### config.mk
export PLATFORM = sky130hd
export DESIGN_NAME = ncc_window_scheduler
export DESIGN_NICKNAME = d
export VERILOG_FILES = /design/src/rtl/ncc_window_scheduler.sv
export SDC_FILE = /design/constraint.sdc
export NUM_CORES = 1
export LEC_CHECK = 0
export ABC_AREA = 1
export CAP_MARGIN = 15
export CORE_ASPECT_RATIO = 0.75
export CORE_UTILIZATION = 50
export CTS_CLUSTER_SIZE = 8
export DETAILED_ROUTE_END_ITERATION = 7
export GPL_ROUTABILITY_DRIVEN = 0
export PLACE_DENSITY = 0.78
export SYNTH_ARGS = -nofsm -noshare
export SYNTH_HDL_FRONTEND = slang
export SYNTH_SLANG_ARGS = --single-unit
### constraint.sdc
create_clock -name clk -period 2.6 [get_ports clk]
set_input_delay 0.39 -clock clk [delete_from_list [all_inputs] [get_ports clk]]
set_output_delay 0.39 -clock clk [all_outputs]
set_load 0.02 [all_outputs]
### src/rtl/ncc_window_scheduler.sv
// NCC window scheduler: loads a ROWS x COLS search window into the row BRAMs, then sweeps
// the DESC_W-wide descriptor across every offset. Optional stall counter: NCC_SCHED_PERF_EN.
module ncc_window_scheduler #(
  parameter int ROWS   = 16,
  parameter int COLS   = 80,
  parameter int DESC_W = 16,
  parameter int RD_LAT = 1
) (
  input  logic                     clk,
  input  logic                     rst,
  input  logic                     i_start,
  input  logic                     i_pix_valid,
  input  logic [7:0]               i_pix_data,
  output logic                     o_pix_ready,
  output logic                     o_wr_en,
  output logic [ROWS-1:0]          o_wr_row,
  output logic [$clog2(COLS)-1:0]  o_wr_addr,
  output logic [7:0]               o_wr_data,
  output logic                     o_rd_en,
  output logic [$clog2(COLS)-1:0]  o_rd_addr,
  input  logic                     i_acc_ready,
  output logic                     o_col_valid,
  output logic                     o_col_first,
  output logic                     o_col_last,
  output logic [$clog2(COLS)-1:0]  o_col_pos,
  output logic                     o_busy,
  output logic                     o_done
`ifdef NCC_SCHED_PERF_EN
  ,
  output logic [15:0]              o_stall_cycles
`endif
);

  localparam int AW   = $clog2(COLS);
  localparam int RW   = (ROWS > 1) ? $clog2(ROWS) : 1;
  localparam int CW   = (DESC_W > 1) ? $clog2(DESC_W) : 1;
  localparam int XMAX = COLS - DESC_W;

  generate
    if (DESC_W > COLS || ROWS < 1 || RD_LAT < 1 || RD_LAT > 3) begin : g_param_check
      $error("ncc_window_scheduler: invalid DESC_W/COLS/ROWS/RD_LAT");
    end
  endgenerate

  // IDLE wait start | LOAD write pixel bytes | SWEEP issue column reads | DRAIN flush read pipe
  typedef enum logic [1:0] {S_IDLE, S_LOAD, S_SWEEP, S_DRAIN} state_t;
  state_t r_state, w_state_nxt;

  logic [RW-1:0] r_row;
  logic [AW-1:0] r_col, r_x;
  logic [CW-1:0] r_c;
  logic [1:0]    r_drain;
  logic          w_start_acc, w_pix_acc, w_rd;
  logic          w_col_wrap, w_load_last, w_c_wrap, w_sweep_last, w_drain_last;

  assign w_start_acc  = i_start && (r_state == S_IDLE);
  assign w_pix_acc    = i_pix_valid && (r_state == S_LOAD);
  assign w_rd         = i_acc_ready && (r_state == S_SWEEP);
  assign w_col_wrap   = (r_col == AW'(COLS - 1));
  assign w_load_last  = w_col_wrap && (r_row == RW'(ROWS - 1));
  assign w_c_wrap     = (r_c == CW'(DESC_W - 1));
  assign w_sweep_last = w_c_wrap && (r_x == AW'(XMAX));
  assign w_drain_last = (r_drain == 2'(RD_LAT - 1));
  assign o_pix_ready  = (r_state == S_LOAD);
  assign o_rd_addr    = r_x + AW'(r_c);

  always_ff @(posedge clk or posedge rst) begin
    if (rst) r_state <= S_IDLE;
    else     r_state <= w_state_nxt;
  end

  always_comb begin
    w_state_nxt = r_state;
    o_rd_en     = 1'b0;
    o_done      = 1'b0;
    o_busy      = (r_state != S_IDLE);
    case (r_state)
      S_IDLE:  if (i_start) w_state_nxt = S_LOAD;
      S_LOAD:  if (w_pix_acc && w_load_last) w_state_nxt = S_SWEEP;
      S_SWEEP: begin
        o_rd_en = i_acc_ready;
        if (i_acc_ready && w_sweep_last) w_state_nxt = S_DRAIN;
      end
      S_DRAIN: if (w_drain_last) begin
        o_done      = 1'b1;
        w_state_nxt = S_IDLE;
      end
      default: w_state_nxt = S_IDLE;
    endcase
  end

  always_ff @(posedge clk or posedge rst) begin
    if (rst) begin
      r_row   <= '0;
      r_col   <= '0;
      r_x     <= '0;
      r_c     <= '0;
      r_drain <= '0;
    end else begin
      if (w_start_acc) begin
        r_row <= '0;
        r_col <= '0;
        r_x   <= '0;
        r_c   <= '0;
      end
      if (w_pix_acc) begin
        if (w_col_wrap) begin
          r_col <= '0;
          r_row <= r_row + 1'b1;
        end else begin
          r_col <= r_col + 1'b1;
        end
      end
      if (w_rd) begin
        if (w_c_wrap) begin
          r_c <= '0;
          r_x <= r_x + 1'b1;
        end else begin
          r_c <= r_c + 1'b1;
        end
      end
      r_drain <= (r_state == S_DRAIN) ? r_drain + 2'd1 : 2'd0;
    end
  end

  logic [ROWS-1:0] r_wr_row;
  logic [AW-1:0]   r_wr_addr;
  logic [7:0]      r_wr_data;
  logic            r_wr_en;

  always_ff @(posedge clk or posedge rst) begin
    if (rst) begin
      r_wr_en   <= 1'b0;
      r_wr_row  <= '0;
      r_wr_addr <= '0;
      r_wr_data <= '0;
    end else begin
      r_wr_en <= w_pix_acc;
      if (w_pix_acc) begin
        r_wr_row  <= ROWS'(1) << r_row;
        r_wr_addr <= r_col;
        r_wr_data <= i_pix_data;
      end
    end
  end

  assign o_wr_en   = r_wr_en;
  assign o_wr_row  = r_wr_row;
  assign o_wr_addr = r_wr_addr;
  assign o_wr_data = r_wr_data;

  // Column metadata rides alongside rd_en so it lines up with the BRAM output
  logic [RD_LAT-1:0] r_pv, r_pf, r_pl;
  logic [AW-1:0]     r_pp [RD_LAT];

  always_ff @(posedge clk or posedge rst) begin
    if (rst) begin
      r_pv <= '0;
      r_pf <= '0;
      r_pl <= '0;
      for (int i = 0; i < RD_LAT; i++) r_pp[i] <= '0;
    end else begin
      r_pv[0] <= w_rd;
      r_pf[0] <= w_rd && (r_c == '0);
      r_pl[0] <= w_rd && w_c_wrap;
      r_pp[0] <= w_rd ? r_x : '0;
      for (int i = 1; i < RD_LAT; i++) begin
        r_pv[i] <= r_pv[i-1];
        r_pf[i] <= r_pf[i-1];
        r_pl[i] <= r_pl[i-1];
        r_pp[i] <= r_pp[i-1];
      end
    end
  end

  assign o_col_valid = r_pv[RD_LAT-1];
  assign o_col_first = r_pf[RD_LAT-1];
  assign o_col_last  = r_pl[RD_LAT-1];
  assign o_col_pos   = r_pp[RD_LAT-1];

`ifdef NCC_SCHED_PERF_EN
  logic [15:0] r_stall;
  logic        w_stall;

  assign w_stall = ((r_state == S_SWEEP) && !i_acc_ready) ||
                   ((r_state == S_LOAD) && !i_pix_valid);

  always_ff @(posedge clk or posedge rst) begin
    if (rst)                                  r_stall <= '0;
    else if (w_start_acc)                     r_stall <= '0;
    else if (w_stall && r_stall != 16'hFFFF)  r_stall <= r_stall + 16'd1;
  end

  assign o_stall_cycles = r_stall;
`endif

endmodule
==> reports/results.ini <==
[clocking]
cts_htree_levels = 3
cts_tree = done
cts_repair_resize_count = 5
cts-buffers-inserted = 9
max-clock-path-buffers = 2
clockRootBuffer = sky130_fd_sc_hd__clkbuf_8
worstSkewPairLatency_ns = 0.34
cts.sinks = 68
clkSlewWorstSetupHoldPaths_ns = 0.07
ctsHoldBuffers = 0
postCtsSetupBuffers = 0

[timing]
setup_total_negative_slack_ns = 0
timing.clock.skew_ns = 0.007111
post-route-period-util_pct = 94.09
timing.final.hold_violations = 0
max_freq_mhz = 408.8
rsz0062_at_grt = no
final_critical_path_time_including_i_o_delays_and_setup_ns = 2.446
slew_at_the_pin_closest_to_its_max_slew_limit_ns = 0.5065
setup_viol = 0
final-max-slew-violation-count = 0
timing.max_slew.rel_slack_pct = 66.15

[power]
peakVddDrop_mv = 0.5501
power.sequential.fraction_pct = 41.7
p_leak_nw = 2.019
power_frac_comb_pct = 37.2
power.share.clock_pct = 21.1
power.density_nw_per_um2 = 809.0
total_power_mw = 3.315
swShare_pct = 36.71
power.net_switching_mw = 1.217
p_int_mw = 2.098

[synthesis]
syn-mean-instance-area_um2 = 8.927
synth-seq-cells = 68
synth.net_count = 391
proportion_of_synthesized_chip_area_in_sequential_cells_pct = 53.40
synth_cells = 357
ys.warnings.count = 0
ys_types = 27
mappedNetlistArea_um2 = 3187

[critical_path]
timing.critical_path.arrival_ns = 2.06
endpoint = o_rd_addr[4]
timing.rr.end = o_wr_row[7]
crit_start = r_c[0]
critPathMaxFanout = 2
startpoint_type = flip-flop
crit_path_required_time_ns = 2.21
flop_to_flop_setup_slack_ns = 0.71
timing.reg2reg.worst_path_depth = 6
critical_path.endpoint_type = primary output
critPathKind = reg2out
r2r_start = r_state[1]

[placement]
port_buffers = 65
dp_hpwl_mm = 5.095

[routing]
detail_route.iter0.violations = 216
via_count = 2639
detail_route.wirelength_mm = 7.107
route.detailed.vias_per_inst = 5.164
route.antenna.remaining_nets = 0
drt-pass1-iter-count = 4
drc = 0
wl_per_cell_um = 13.91

[die]
boundaryPins = 66
floorplan_core_area_um2 = 5976
die_area_um2 = 6700
std_cell_rows = 24
start_util_pct = 53.33
die_width_um = 94.19
die_height_um = 71.14

[global_routing]
grtUsageTotal_pct = 24.16
antenna_violations_before_repair = 0
grt_pass1_vias = 2579
grt_max_degree = 51
global_route_wire_length_before_repair_mm = 12.28
grt_overflow_total = 0

[final_layout]
drive_gt1_share_pct = 6.005
nFillCells = 491
antenna_cells_inserted = 0
areaGrowthSynthToFinish_pct = 28.58
regArea_um2 = 1702
design.final.nets = 465
multi_input_area_um2 = 1290

[min_path]
hp-class = in2async

[flow_run]
cap_violations = 0

[status]
run_status = finished clean

## power groups by stage
stage / Clock (mW) / Combinational (mW) / Sequential (mW)
after floorplan: 0 / 0.542 / 1.55
after global placement: 0 / 1.21 / 1.39
after detailed placement: 0 / 1.24 / 1.39
after CTS: 0.725 / 1.24 / 1.38
after global routing: 0.772 / 1.37 / 1.41
final: 0.700 / 1.23 / 1.38
## how the worst min path moves through the flow
stage	to
after floorplan	r_drain[0]
after global placement	r_drain[0]
after detailed placement	r_drain[0]
after CTS	r_x[1]
after global routing	r_c[1]
final	r_x[1]
## cell families after synthesis
logic type	share of synthesized area, %
adder cells (fa/ha/maj)	8.481
buffers and inverters	6.124
XOR/XNOR	1.924
AND/OR/NAND/NOR	21.01
AO/OA/AOI/OAI	9.070
flip-flops	53.40
## metrics by stage
stage | cells | worst slack (ns) | hold WS (ns) | instance area [um^2] | utilization (%)
2_1_floorplan | 357 | 0.4985 | 0.4013 | 3187 | -
3_3_place_gp | 498 | 0.1037 | 0.4114 | 3955 | 66.19
3_5_place_dp | 498 | 0.07274 | 0.4175 | 3955 | 66.19
4_1_cts | 511 | 0.01069 | 0.3843 | 4095 | 68.53
5_1_grt | 511 | 0.003096 | 0.4329 | 4098 | 68.57
6_report | 511 | 0.1535 | 0.3906 | 4098 | 68.57
## metal layers
layer / GRT usage (%) / wire length (um) / part of all wire [%]
met4: 6.496 / 62 / 0.87
met1: 34.49 / 3412 / 48
met2: 33.90 / 3028 / 43
met5: 0 / 0 / 0
met3: 10.00 / 603 / 8.5
## worst max-delay path, stage by stage (launching register included)
cell                            delay [ns]
sky130_fd_sc_hd__dfrtp_1              0.35
sky130_fd_sc_hd__ha_1                 0.17
sky130_fd_sc_hd__inv_1                0.06
sky130_fd_sc_hd__fa_1                 0.40
sky130_fd_sc_hd__o21ai_1              0.23
sky130_fd_sc_hd__xor2_1               0.16
sky130_fd_sc_hd__dlygate4sd2_1        0.35
## final cells by class
type | count | area share [%]
Inverter | 44 | 4.031
Clock buffer | 10 | 3.114
Tap cell | 78 | 2.382
Timing Repair Buffer | 70 | 17.04
Multi-Input combinational cell | 238 | 31.48
Clock inverter | 3 | 0.4275
Sequential cell | 68 | 41.53
## layout by cell type (no fill, tap or decap), types with 2 or more instances in the layout
| cell type | Yosys | routed |
|---|---|---|
| sky130_fd_sc_hd__nor3_1 | 2 | 2 |
| sky130_fd_sc_hd__nand4_1 | 3 | 3 |
| sky130_fd_sc_hd__inv_1 | 43 | 42 |
| sky130_fd_sc_hd__clkbuf_8 | 0 | 9 |
| sky130_fd_sc_hd__dlymetal6s2s_1 | 0 | 2 |
| sky130_fd_sc_hd__ha_1 | 20 | 20 |
| sky130_fd_sc_hd__nor2_1 | 20 | 20 |
| sky130_fd_sc_hd__clkdlybuf4s50_1 | 0 | 59 |
| sky130_fd_sc_hd__dlygate4sd2_1 | 0 | 2 |
| sky130_fd_sc_hd__a21oi_1 | 7 | 7 |
| sky130_fd_sc_hd__o22ai_1 | 6 | 6 |
| sky130_fd_sc_hd__xor2_1 | 4 | 4 |
| sky130_fd_sc_hd__buf_4 | 0 | 4 |
| sky130_fd_sc_hd__dfrtp_1 | 68 | 68 |
| sky130_fd_sc_hd__o21ai_0 | 39 | 38 |
| sky130_fd_sc_hd__nand3_1 | 20 | 20 |
| sky130_fd_sc_hd__nand2_1 | 103 | 103 |
| sky130_fd_sc_hd__o21ai_1 | 1 | 2 |
| sky130_fd_sc_hd__xnor2_1 | 3 | 3 |
| sky130_fd_sc_hd__clkinv_2 | 0 | 2 |
| sky130_fd_sc_hd__inv_2 | 1 | 2 |
## cell usage after synthesis
cell                       instances  area share, %
sky130_fd_sc_hd__xor2_1            4            1.1
sky130_fd_sc_hd__o22ai_1           6            1.2
sky130_fd_sc_hd__nand2_1         103             12
sky130_fd_sc_hd__xnor2_1           3           0.82
sky130_fd_sc_hd__o21ai_1           1           0.16
sky130_fd_sc_hd__clkbuf_1          4           0.47
sky130_fd_sc_hd__nor2_8            1           0.63
sky130_fd_sc_hd__nor2_4            1           0.35
sky130_fd_sc_hd__o21ai_0          39            6.1
sky130_fd_sc_hd__nand4_1           3           0.59
sky130_fd_sc_hd__o31ai_1           1           0.24
sky130_fd_sc_hd__a32oi_1           1           0.27
sky130_fd_sc_hd__a21oi_1           7            1.1
sky130_fd_sc_hd__nand3_1          20            3.1
sky130_fd_sc_hd__ha_1             20            7.9
sky130_fd_sc_hd__nor2_1           20            2.4
sky130_fd_sc_hd__dfrtp_1          68             53
sky130_fd_sc_hd__nor3_1            2           0.31
sky130_fd_sc_hd__nand3_4           1           0.55
sky130_fd_sc_hd__nand3b_1          1           0.24
sky130_fd_sc_hd__inv_1            43            5.1
sky130_fd_sc_hd__nand3_2           1           0.31
sky130_fd_sc_hd__inv_2             1           0.12
sky130_fd_sc_hd__fa_1              1           0.63
sky130_fd_sc_hd__or2_2             1           0.20
sky130_fd_sc_hd__nor2_2            1           0.20
sky130_fd_sc_hd__buf_2             3           0.47
## flip-flops by register name, indices dropped and copies added (netlist names)
signal / flops
r_c: 4
o_col_first: 1
o_col_valid: 1
o_wr_addr: 7
o_wr_row: 16
r_row: 4
o_col_pos: 7
o_wr_data: 8
r_state: 2
r_x: 7
o_wr_en: 1
r_drain: 2
o_col_last: 1
r_col: 7
Note: power is estimated with default switching activity, not from simulation.
